## src/rtl/serial_cmp_pkg.sv

```systemverilog
// Shared types and constants for the bit-serial comparator.
package serial_cmp_pkg;

   // Frame controller states.
   typedef enum logic [1:0] {
      ST_IDLE  = 2'd0,
      ST_SHIFT = 2'd1,
      ST_DONE  = 2'd2
   } state_t;

   // Default operand width (bit-pairs per frame).
   localparam int DEFAULT_WIDTH = 4;

endpackage : serial_cmp_pkg

```

## src/rtl/serial_cmp_cell.sv

```systemverilog
// One-bit decision step of the MSB-first serial comparator: the first
// differing bit-pair fixes the verdict, and later pairs leave it alone.
module serial_cmp_cell (
   input  logic a_bit_i,
   input  logic b_bit_i,
   input  logic decided_i,
   input  logic gt_i,
   input  logic lt_i,
   output logic decided_o,
   output logic gt_o,
   output logic lt_o
);

   logic settle;

   assign settle = ~decided_i & (a_bit_i ^ b_bit_i);

   // Latch the verdict on the first differing pair, otherwise hold it.
   always_comb begin
      // NOTE: every output gets a value on every path, so no latch is inferred.
      decided_o = decided_i | settle;
      gt_o      = settle ? a_bit_i : gt_i;
      lt_o      = settle ? b_bit_i : lt_i;
   end

endmodule : serial_cmp_cell

```

## src/rtl/serial_compare4.sv

```systemverilog
// Bit-serial magnitude/equality comparator. Accepts WIDTH bit-pairs MSB
// first, then holds a registered verdict and the reassembled words until
// the consumer acknowledges.
module serial_compare4
   import serial_cmp_pkg::*;
#(
   parameter int WIDTH = DEFAULT_WIDTH
) (
   input  logic             clk,
   input  logic             reset,
   input  logic             start,
   input  logic             in_valid,
   input  logic             a_bit,
   input  logic             b_bit,
   output logic             in_ready,
   output logic             out_valid,
   input  logic             out_ack,
   output logic             eq,
   output logic             gt,
   output logic             lt,
   output logic [WIDTH-1:0] a_word,
   output logic [WIDTH-1:0] b_word,
   output logic             busy
);

   // Counter holds 0..WIDTH without wrapping inside a frame.
   localparam int CW = $clog2(WIDTH) + 1;

   state_t           state_q, state_d;
   logic [CW-1:0]    cnt_q, cnt_d;
   logic [WIDTH-1:0] a_word_q, a_word_d;
   logic [WIDTH-1:0] b_word_q, b_word_d;
   logic             decided_q, decided_d;
   logic             gt_q, gt_d;
   logic             lt_q, lt_d;

   logic accept;
   logic last_pair;
   logic cell_decided, cell_gt, cell_lt;

   assign accept    = (state_q == ST_SHIFT) & in_valid;
   assign last_pair = (cnt_q == CW'(WIDTH - 1));

   serial_cmp_cell u_cell (
      .a_bit_i   (a_bit),
      .b_bit_i   (b_bit),
      .decided_i (decided_q),
      .gt_i      (gt_q),
      .lt_i      (lt_q),
      .decided_o (cell_decided),
      .gt_o      (cell_gt),
      .lt_o      (cell_lt)
   );

   // Next-state logic of the frame controller.
   always_comb begin
      state_d = state_q;
      unique case (state_q)
         ST_IDLE:  if (start)                state_d = ST_SHIFT;
         ST_SHIFT: if (in_valid & last_pair) state_d = ST_DONE;
         ST_DONE:  if (out_ack)              state_d = ST_IDLE;
         default:                            state_d = ST_IDLE;
      endcase
   end

   // Datapath next state: clear on frame start, shift and decide per accepted pair.
   always_comb begin
      cnt_d     = cnt_q;
      a_word_d  = a_word_q;
      b_word_d  = b_word_q;
      decided_d = decided_q;
      gt_d      = gt_q;
      lt_d      = lt_q;
      if ((state_q == ST_IDLE) && start) begin
         cnt_d     = '0;
         a_word_d  = '0;
         b_word_d  = '0;
         decided_d = 1'b0;
         gt_d      = 1'b0;
         lt_d      = 1'b0;
      end else if (accept) begin
         cnt_d     = cnt_q + CW'(1);
         a_word_d  = {a_word_q[WIDTH-2:0], a_bit};
         b_word_d  = {b_word_q[WIDTH-2:0], b_bit};
         decided_d = cell_decided;
         gt_d      = cell_gt;
         lt_d      = cell_lt;
      end
   end

   // State register.
   always_ff @(posedge clk or posedge reset) begin
      // NOTE: sequential state uses non-blocking assignments so all flops update together.
      if (reset) state_q <= ST_IDLE;
      else       state_q <= state_d;
   end

   // Datapath registers; a reset discards any partial frame.
   always_ff @(posedge clk or posedge reset) begin
      if (reset) begin
         cnt_q     <= '0;
         a_word_q  <= '0;
         b_word_q  <= '0;
         decided_q <= 1'b0;
         gt_q      <= 1'b0;
         lt_q      <= 1'b0;
      end else begin
         cnt_q     <= cnt_d;
         a_word_q  <= a_word_d;
         b_word_q  <= b_word_d;
         decided_q <= decided_d;
         gt_q      <= gt_d;
         lt_q      <= lt_d;
      end
   end

   // Handshake and status decoded straight from the state register.
   assign in_ready  = (state_q == ST_SHIFT);
   assign out_valid = (state_q == ST_DONE);
   assign busy      = (state_q != ST_IDLE);

   assign eq     = out_valid & ~decided_q;
   assign gt     = out_valid & gt_q;
   assign lt     = out_valid & lt_q;
   assign a_word = a_word_q;
   assign b_word = b_word_q;

endmodule : serial_compare4

```

## config.mk

```make
export PLATFORM = sky130hd
export DESIGN_NAME = serial_compare4
export DESIGN_NICKNAME = d
export VERILOG_FILES = /design/src/rtl/serial_cmp_pkg.sv /design/src/rtl/serial_cmp_cell.sv /design/src/rtl/serial_compare4.sv
export SDC_FILE = /design/constraint.sdc
export NUM_CORES = 1
export LEC_CHECK = 0
export CAP_MARGIN = 20
export CORE_MARGIN = 5
export CORE_UTILIZATION = 42
export DETAILED_ROUTE_END_ITERATION = 10
export GPL_TIMING_DRIVEN = 1
export PLACE_DENSITY = 0.73
export RECOVER_POWER = 50
export SYNTH_ARGS = -nofsm -noshare
export SYNTH_HDL_FRONTEND = slang
export SYNTH_SLANG_ARGS = --single-unit
```

## constraint.sdc

```tcl
create_clock -name clk -period 1.1 [get_ports clk]
set_input_delay 0.22 -clock clk [delete_from_list [all_inputs] [get_ports clk]]
set_output_delay 0.22 -clock clk [all_outputs]
set_load 0.005 [all_outputs]
```

# --- Word-level counts from Yosys, hierarchy flattened ---
# Cells that the tools add are included.
word_totals:
  reg_bits: 16
  in_bits: 7
  output_inout_bits: 14
  elab_cells: 48
op_classes:
  n_addsub: 1
  eq_ne: 6
  mux: 18
  n_bitwise: 9
  n_reduce_logical: 7
op_table:
  columns: ["operator", "count"]
  rows:
  - ["$mux 4", 4]
  - ["$mux 1", 8]
  - ["$and 1x1->1", 6]
  - ["$mux 2", 3]
  - ["$mux 3", 2]
  - ["$pmux 2 s3", 1]
  - ["$reduce_bool 2->1", 3]
  - ["$ne 2x1->1 const B", 2]
  - ["$add 3x1->3 const B", 1]
  - ["$eq 3x2->1 const B", 1]
  - ["$reduce_and 3->1", 1]
  - ["$eq 2x1->1 const B", 1]
  - ["$eq 2x2->1 const B", 1]
  - ["$logic_not 2->1", 1]
  - ["$ne 2x2->1 const B", 1]
  - ["$reduce_and 2->1", 1]
  - ["$logic_and 1x1->1", 1]
  - ["$not 1->1", 1]
  - ["$or 1x1->1", 1]
  - ["$xor 1x1->1", 1]

# --- Logic depth before layout (Yosys ltp) ---
# Gate-level depths: netlist (run 1).
depth:
  ltp_word: 5
  depth_mapped: 5

# --- Cells and area by module ---
# Synthesis (run 1) repeated with hierarchy kept, for this count alone.
unflattened:
  hier_cells: 101
  area_unflattened_um2: 924.6
by_module_without_submodules:
  columns: ["module", "instances", "cells_per_inst", "area_each_um2", "seq_area_each_um2"]
  rows:
  - ["serial_compare4", 1, 90, 872.1, 400.4]
  - ["serial_cmp_cell", 1, 11, 52.6, 0.0]

# --- Worst setup path before layout (run 1) ---
# No wires, ideal clock.
synth_timing:
  path_type: "reg2out"
  from: "register state_q[0]"
  to: "output gt"
  arrival_ns: 0.908
  required_time_ns: 0.880
  path_slack_ns: -0.028
  path_stages_with_launch: 4
  path_buffers: 0
  path_cell_list: "dfrtp_1 or2b_2 inv_1 and2_1"
synth_via:
  elab_chain_len: 2
synth_rtl:
  columns: ["item", "line_no", "rtl"]
  rows:
  - ["from (decl)", "serial_compare4.sv:29", "state_t state_q, state_d;"]
  - ["from (signal assigned)", "serial_compare4.sv:95", "else state_q <= state_d;"]
  - ["$eq 2x2->1", "serial_compare4.sv:119", "assign out_valid = (state_q == ST_DONE);"]
  - ["net out_valid", "serial_compare4.sv:16", "output logic out_valid,"]
  - ["$and 1x1->1", "serial_compare4.sv:123", "assign gt = out_valid & gt_q;"]
  - ["to (decl)", "serial_compare4.sv:19", "output logic gt,"]
# The timed path passes the listed nets, and every way through them passes these cells.

# --- Worst setup path in the final report (run 1) ---
layout_timing:
  from: "register state_q[0]"
  to: "output gt"
layout_via:
  elab_chain_len: 2
layout_rtl:
  columns: ["item", "line_no"]
  rows:
  - ["$eq 2x2->1", "serial_compare4.sv:119"]
  - ["$and 1x1->1", "serial_compare4.sv:123"]
# Every way passes these cells.

==> qor.tcl, run 1 <==
set qor(hold_viol) 0
set qor(synth_area_sq_um) 818
set qor(total_routed_wirelength_microns) 2060
set qor(design_area_sq_mm) 0.00124
set qor(detailedRoute.firstPassIterationCount) 5
set qor(slew_worst_pin_ns) 0.383
set qor(post_synthesis_cell_type_with_the_largest_combined_area) {dfrtp_1}
set qor(place_inst) 143
set qor(cp_cell_sequence) {or2b_4 > inv_2 > and2_1 > buf_2}
set qor(cellLeakagePower_nw) 0.621
set qor(number_of_buffers_created_by_cts) 3
set qor(clock_tree.htree_level_count) 1
set qor(timing.critical_path.slowest_stage_cell) {dfrtp_1}
set qor(clk_latency_ns) 0.29
set qor(areaGrowthSynthToFinish_pct) 51.4
set qor(finalWorstSetupSlack_ns) -0.342
set qor(final-seq-area_sq_um) 400
set qor(place_hpwl_microns) 1280
set qor(postPlaceCellArea_sq_mm) 0.00114
set qor(synth_xor_area_share_pct) 2.14
set qor(multi_input_area_sq_um) 405
set qor(dr.first_iter.drc_count) 21
set qor(postSynth.asyncResetShare_pct) 100
set qor(gp_congestion) 0.733
set qor(numClockSinks) 16
set qor(criticalPathCategory) {reg -> out}
set qor(antennaDiodeCount) 0
set qor(route.detailed.vias_per_inst) 4.73
set qor(max-clock-path-buffers) 2
set qor(dieArea_sq_mm) 0.00293
set qor(final_stage_net_count) 140
set qor(groute.usage.overall_pct) 15.5
set qor(run_status) {finished, violations left}
set qor(ctsRootBufferMaster) {clkbuf_4}
set qor(syn_nets) 93
set qor(vdd.ir_drop.worst_uv) 1150
set qor(proportion_of_synthesized_area_in_mux_cells_pct) 0
set qor(count_of_buffers_from_port_buffering) 20
set qor(critical_path.max_stage_delay_ns) 0.39
set qor(synth_compound_area_share_pct) 13.3
set qor(total_overflow_reported_by_the_global_router) 0
set qor(grt_antenna_before_repair) 0
set qor(drc) 0
set qor(die_x_microns) 54.1
set qor(wire_per_inst_microns) 13.1
set qor(power.density_mw_per_mm2) 2350
set qor(seq_area_frac_synth_pct) 48.9
set qor(setup.worst_path.end_class) {output pin}
set qor(ctsHoldBuffers) 0
set qor(grt_max_degree) 17
set qor(boundaryPins) 21
set qor(synthDominantCellAreaShare_pct) 48.9
set qor(total_power_w) 0.00291
set qor(largest_family_of_logic_cells_by_synthesized_area) {simple AND/OR/NAND/NOR gates}
set qor(fmax_mhz) 694
set qor(failed_checks) {setup timing}
set qor(row_count) 16
set qor(synth_adder_area_share_pct) 3.06
set qor(timing.critical_path.arrival_ns) 1.22
set qor(worst_hold_check_slack_ns) 0.464
set qor(clkSlewWorstSetupHoldPaths_ns) 0.10
set qor(tritoncts) {built}
set qor(number_of_distinct_standard_cells_referenced_by_the_synthesized_netlist) 25
set qor(grt_pass1_wl_microns) 3170
set qor(syn_area_per_cell_sq_um) 9.74
set qor(max_slew_margin_pct) 74.4
set qor(drt.antenna.violating_nets) 0
set qor(postSynthRegisterBits) 16
set qor(preCtsSetupSlack_ns) -0.426
set qor(cap_violations) 0
set qor(chipHeight_microns) 54.1
set qor(top_post_synthesis_cells_by_area) {dfrtp_1 (49%), nand2_1 (9.2%), a21oi_1 (6.1%)}
set qor(synth_edf_count) 0
set qor(final_cell_count_no_fill) 157
set qor(worst_skew_ns) 0.00334
set qor(startpoint_type) {flop}
set qor(via_count_of_the_first_global_routing_pass) 707
set qor(floorplan.initialDensity_pct) 43.0
set qor(rsz0062_at_grt) {yes}
set qor(post-route-min-period_ns) 1.44
set qor(synthSimpleGateAreaFrac_pct) 24.6
set qor(fillerInstances) 160
set qor(period_utilization_post_route_pct) 131
set qor(synth_cells) 84
set qor(final-max-slew-violation-count) 0
set qor(setup_viol_count_final) 22
set qor(postSynth.topFlopCell) {dfrtp_1}
set qor(core_area_sq_mm) 0.00190
set qor(critical_path_peak_fanout) 3
set qor(timing.critical_path.required_ns) 0.88
set qor(hp-class) {in -> async}
set qor(routed-via-count) 743
set qor(synth_warnings) 0
set qor(drive_above_1_share_pct) 50.8
power breakdown:
group	internal [W]	switching, W	total [W]	leakage [nW]
Combinational	0.000839	0.000721	0.00156	0.394
Clock	0.000202	0.000196	0.000397	0.0210
Sequential	0.000828	0.000128	0.000956	0.206
Total	0.00187	0.00105	0.00291	0.621
Yosys cell counts (2+ instances only):
cell type,n
inv_1,7
o21ai_0,2
a21oi_2,3
ha_1,2
nand2_1,20
a21oi_1,10
buf_6,3
nor2_1,4
and2_1,2
dfrtp_1,16
logic make-up after synthesis:
| kind of cell | Yosys count |
|---|---|
| buffers and inverters | 11 |
| DFF | 16 |
| xor gates and xnor gates | 2 |
| adders and majority gates | 2 |
| AOI/OAI and AO/OA | 18 |
| and+or+nand+nor | 35 |
stage by stage:
stage / utilization (%) / TNS [ns]
6_report: 65.1 / -4.82
5_1_grt: 65.1 / -5.80
4_1_cts: 62.8 / -5.03
3_5_place_dp: 59.9 / -6.99
3_3_place_gp: 59.9 / -6.28
2_1_floorplan: - / -0.00304
worst max-delay path: cells and delay by family (launching register included):
| family | cells | cell delay (ns) |
|---|---|---|
| buf+inv | 2 | 0.17 |
| flops | 1 | 0.39 |
| simple gates | 2 | 0.37 |
cell usage in the layout, fill, tap and decap left out, types with 2 or more instances in the layout:
| cell type | instances |
|---|---|
| inv_1 | 6 |
| dfrtp_1 | 16 |
| clkbuf_4 | 3 |
| buf_4 | 20 |
| o21ai_0 | 2 |
| clkdlybuf4s50_1 | 5 |
| buf_2 | 11 |
| nor2_1 | 3 |
| buf_6 | 5 |
| a21oi_1 | 2 |
| a21oi_2 | 11 |
| clkbuf_2 | 3 |
| nand2_1 | 20 |
state kept, by name (all words and copies together), names as in the netlist:
| name | flops |
|---|---|
| b_word | 4 |
| gt_q | 1 |
| a_word | 4 |
| lt_q | 1 |
| decided_q | 1 |
| state_q | 2 |
| cnt_q | 3 |
final cells by class:
cell class	instances	share of cell area [%]
repair buffers	45	27.2
well taps	27	2.73
flip-flops and latches	16	32.3
inverters	7	2.12
multi-input cells	58	32.7
clock buffers	4	2.93
layer usage:
metal / vias up / track usage [%] / routed length, microns
met1: 349 / 19.1 / 842
met5: - / 0 / 0
met3: 2 / 1.94 / 100
met2: 28 / 24.9 / 1090
li1: 364 / - / -
met4: 0 / 10.8 / 27
timing repair:
item / in CTS / in global routing
resized for setup: 61 / 9
buffers inserted: 5 / 4
setup endpoints to repair: 30 / 23
gates cloned: 1 / 0
pin swaps: 7 / 2
worst paths after layout:
| check | from | end | slack (ns) | cells past startpoint |
|---|---|---|---|---|
| setup / recovery | state_q[0] | gt | -0.34 | 4 |
| setup reg to reg | state_q[0] | a_word[0] | -0.25 | 6 |
| hold reg to reg | cnt_q[1] | cnt_q[1] | 0.55 | 2 |
| max in group asynchronous | reset | b_word[2] | 0.36 | 3 |
| min in group clk | cnt_q[1] | cnt_q[1] | 0.55 | 2 |
| hold / removal | reset | decided_q | 0.46 | 3 |
(Power assumes the default switching activity.)
==> inputs of run 2 (changes only) <==
CORE_UTILIZATION = 44   (was 42)
CTS_BUF_LIST = sky130_fd_sc_hd__clkbuf_8   (was unset)
PLACE_DENSITY = 0.76   (was 0.73)
==> qor.tcl, run 2 (synthesized netlist as in run 1, its figures left out) <==
set qor(startpoint_type) {flop}
set qor(hp-class) {in -> async}
set qor(die_x_microns) 53.1 ;# -1.9%
set qor(final-max-slew-violation-count) 0 ;# unchanged
set qor(worst_hold_check_slack_ns) 0.520 ;# +0.0560 ns
set qor(critical_path_peak_fanout) 3 ;# unchanged
set qor(boundaryPins) 21 ;# unchanged
set qor(dieArea_sq_mm) 0.00282 ;# -3.7%
set qor(part_of_the_total_power_dissipated_in_sequential_elements_pct) 30.2 ;# -2.6 points
set qor(timing.critical_path.required_ns) 0.88 ;# about the same
set qor(setup.worst_path.end_class) {output pin}
set qor(final_common_cell) {buf_4}
set qor(row_count) 15 ;# -1
set qor(finalWorstSetupSlack_ns) -0.290 ;# +0.0512 ns
set qor(total_routed_wirelength_microns) 2170 ;# +5.4%
set qor(place_hpwl_microns) 1370 ;# +7.0%
set qor(power.switching_fraction_pct) 34.5 ;# -1.4 points
set qor(combinationalPowerShare_pct) 53.4 ;# about the same
set qor(clockPowerShare_pct) 16.3 ;# +2.7 points
set qor(antennaDiodeCount) 0 ;# unchanged
set qor(core_area_sq_mm) 0.00175 ;# -8.2%
set qor(gp_congestion) 0.739 ;# +0.91%
set qor(fmax_mhz) 719 ;# +3.7%
set qor(grt_pass1_wl_microns) 3550 ;# +12%
set qor(floorplan.initialDensity_pct) 46.9 ;# +3.9 points
set qor(drt.antenna.violating_nets) 0 ;# unchanged
set qor(drive_above_1_share_pct) 47.3 ;# -3.5 points
set qor(chipHeight_microns) 53.1 ;# -1.9%
set qor(number_of_buffers_created_by_cts) 3 ;# unchanged
set qor(run_status) {finished, violations left}
set qor(grt_max_degree) 17 ;# unchanged
set qor(worst_skew_ns) 0.000337 ;# -0.00301 ns
set qor(rsz0062_at_grt) {yes}
set qor(detailedRoute.firstPassIterationCount) 4 ;# -1
set qor(via_count_of_the_first_global_routing_pass) 794 ;# +12%
set qor(clk_latency_ns) 0.25 ;# -0.04 ns
set qor(max_slew_margin_pct) 74.0 ;# -0.40 points
set qor(max-clock-path-buffers) 2 ;# unchanged
set qor(route.detailed.vias_per_inst) 4.94 ;# +4.3%
set qor(tritoncts) {built}
set qor(wire_per_inst_microns) 14.1 ;# +7.5%
set qor(fin_setup_tns_ns) -4.26 ;# +0.566 ns
set qor(grt_antenna_before_repair) 0 ;# unchanged
set qor(power.density_mw_per_mm2) 2480 ;# +5.3%
set qor(groute.usage.overall_pct) 18.1 ;# +2.6 points
set qor(post-route-min-period_ns) 1.39 ;# -0.0512 ns
set qor(numClockSinks) 16 ;# unchanged
set qor(cp_cell_sequence) {or2b_4 > inv_2 > and2_1 > buf_2}
set qor(routed-via-count) 760 ;# +2.3%
set qor(count_of_buffers_from_port_buffering) 20 ;# unchanged
set qor(clkSlewWorstSetupHoldPaths_ns) 0.06 ;# -0.04 ns
set qor(crit_family) {flip-flops}
set qor(cap_violations) 0 ;# unchanged
set qor(timing.critical_path.arrival_ns) 1.17 ;# -0.05 ns
set qor(critical_path.max_stage_delay_ns) 0.38 ;# about the same
set qor(drc) 0 ;# unchanged
set qor(failed_checks) {setup timing}
set qor(ctsRootBufferMaster) {clkbuf_8}
set qor(power_switching_w) 0.00110 ;# +5.0%
set qor(slew_worst_pin_ns) 0.389 ;# +0.00598 ns
set qor(period_utilization_post_route_pct) 126 ;# -4.7 points
set qor(commonest_non_fill_non_tap_cells_in_the_layout) {buf_4 (22), nand2_1 (20), dfrtp_1 (16), a21oi_2 (11), clkdlybuf4s15_1 (7)}
set qor(dr.first_iter.drc_count) 20 ;# -4.8%
set qor(vdd.ir_drop.worst_uv) 1760 ;# +53%
set qor(clock_tree.htree_level_count) 1 ;# unchanged
set qor(timing.critical_path.slowest_stage_cell) {dfrtp_1}
set qor(criticalPathCategory) {reg -> out}
set qor(areaGrowthSynthToFinish_pct) 56.9
set qor(setup_viol_count_final) 22 ;# unchanged
set qor(preCtsSetupSlack_ns) -0.406 ;# +0.0197 ns
set qor(total_overflow_reported_by_the_global_router) 0 ;# unchanged
set qor(cp.buffers_inverters) 2 ;# unchanged
set qor(final_stage_net_count) 139 ;# -0.71%
set qor(p_int_w) 0.00208 ;# +12%
set qor(hold_viol) 0 ;# unchanged
set qor(cellLeakagePower_nw) 0.625 ;# +0.54%
## run 2: cell types whose count changed in the layout (fill, tap and decap cells not counted), sizes merged
cell,change
clkdlybuf4s15,+7
buf,-7
clkbuf,-1
## run 2: final timing paths
| kind | slack [ns] | end | start | depth (start not counted) |
|---|---|---|---|---|
| worst max-delay path | -0.29 | gt | state_q[0] | 4 |
| worst min-delay path | 0.52 | gt_q | reset | 3 |
| worst max register to register | -0.21 | gt_q | state_q[0] | 5 |
| worst min register to register | 0.55 | cnt_q[2] | cnt_q[2] | 2 |
| max in group asynchronous | 0.31 | cnt_q[2] | reset | 3 |
| min in group clk | 0.55 | cnt_q[2] | cnt_q[2] | 2 |
## run 2: metal layers
layer | vias to the layer above | global-route usage [%] | wire, microns
met1 | 373 | 19.5 | 833
met4 | 0 | 12.8 | 65
met2 | 19 | 32.6 | 1210
met5 | - | 0 | 0
li1 | 362 | - | -
met3 | 6 | 1.97 | 62
## run 2: final cells by class
class,count,area [sq um]
Clock buffer,4,55.1
Fill cell,135,462
Inverter,7,26.3
Multi-Input combinational cell,58,418
Sequential cell,16,400
Tap cell,25,31.3
Timing Repair Buffer,44,353
## run 2: worst reg2reg max path: stages (launching register included)
cell and delay, ns:
dfrtp_1 0.38, buf_4 0.14, or2_4 0.24, buf_6 0.13, nor2_4 0.23, a31oi_1 0.07
## run 2: timing repair
action / in CTS / in global routing
gates resized for setup: 51 / 6
hold buffers: 0 / 0
endpoints found under the setup margin: 30 / 24
buffers inserted: 6 / 1
endpoints found under the hold margin: 0 / 0
pin swaps: 7 / 1
gates cloned: 1 / 0
## run 2: stage by stage
step	instance area (sq um)	utilization [%]	std cells	power (W)
2_1_floorplan	823	-	84	0.00168
3_3_place_gp	1140	65.5	142	0.00235
3_5_place_dp	1140	65.5	142	0.00241
4_1_cts	1260	72.3	153	0.00313
5_1_grt	1280	73.5	154	0.00341
6_report	1280	73.5	154	0.00318
## run 2: power groups by stage
stage	Sequential, W	Clock, W	Combinational (W)
floorplan	0.000999	0	0.000685
global placement	0.000966	0	0.00138
detailed placement	0.000980	0	0.00143
CTS	0.000957	0.000531	0.00164
global route	0.000997	0.000577	0.00184
finish	0.000962	0.000520	0.00170
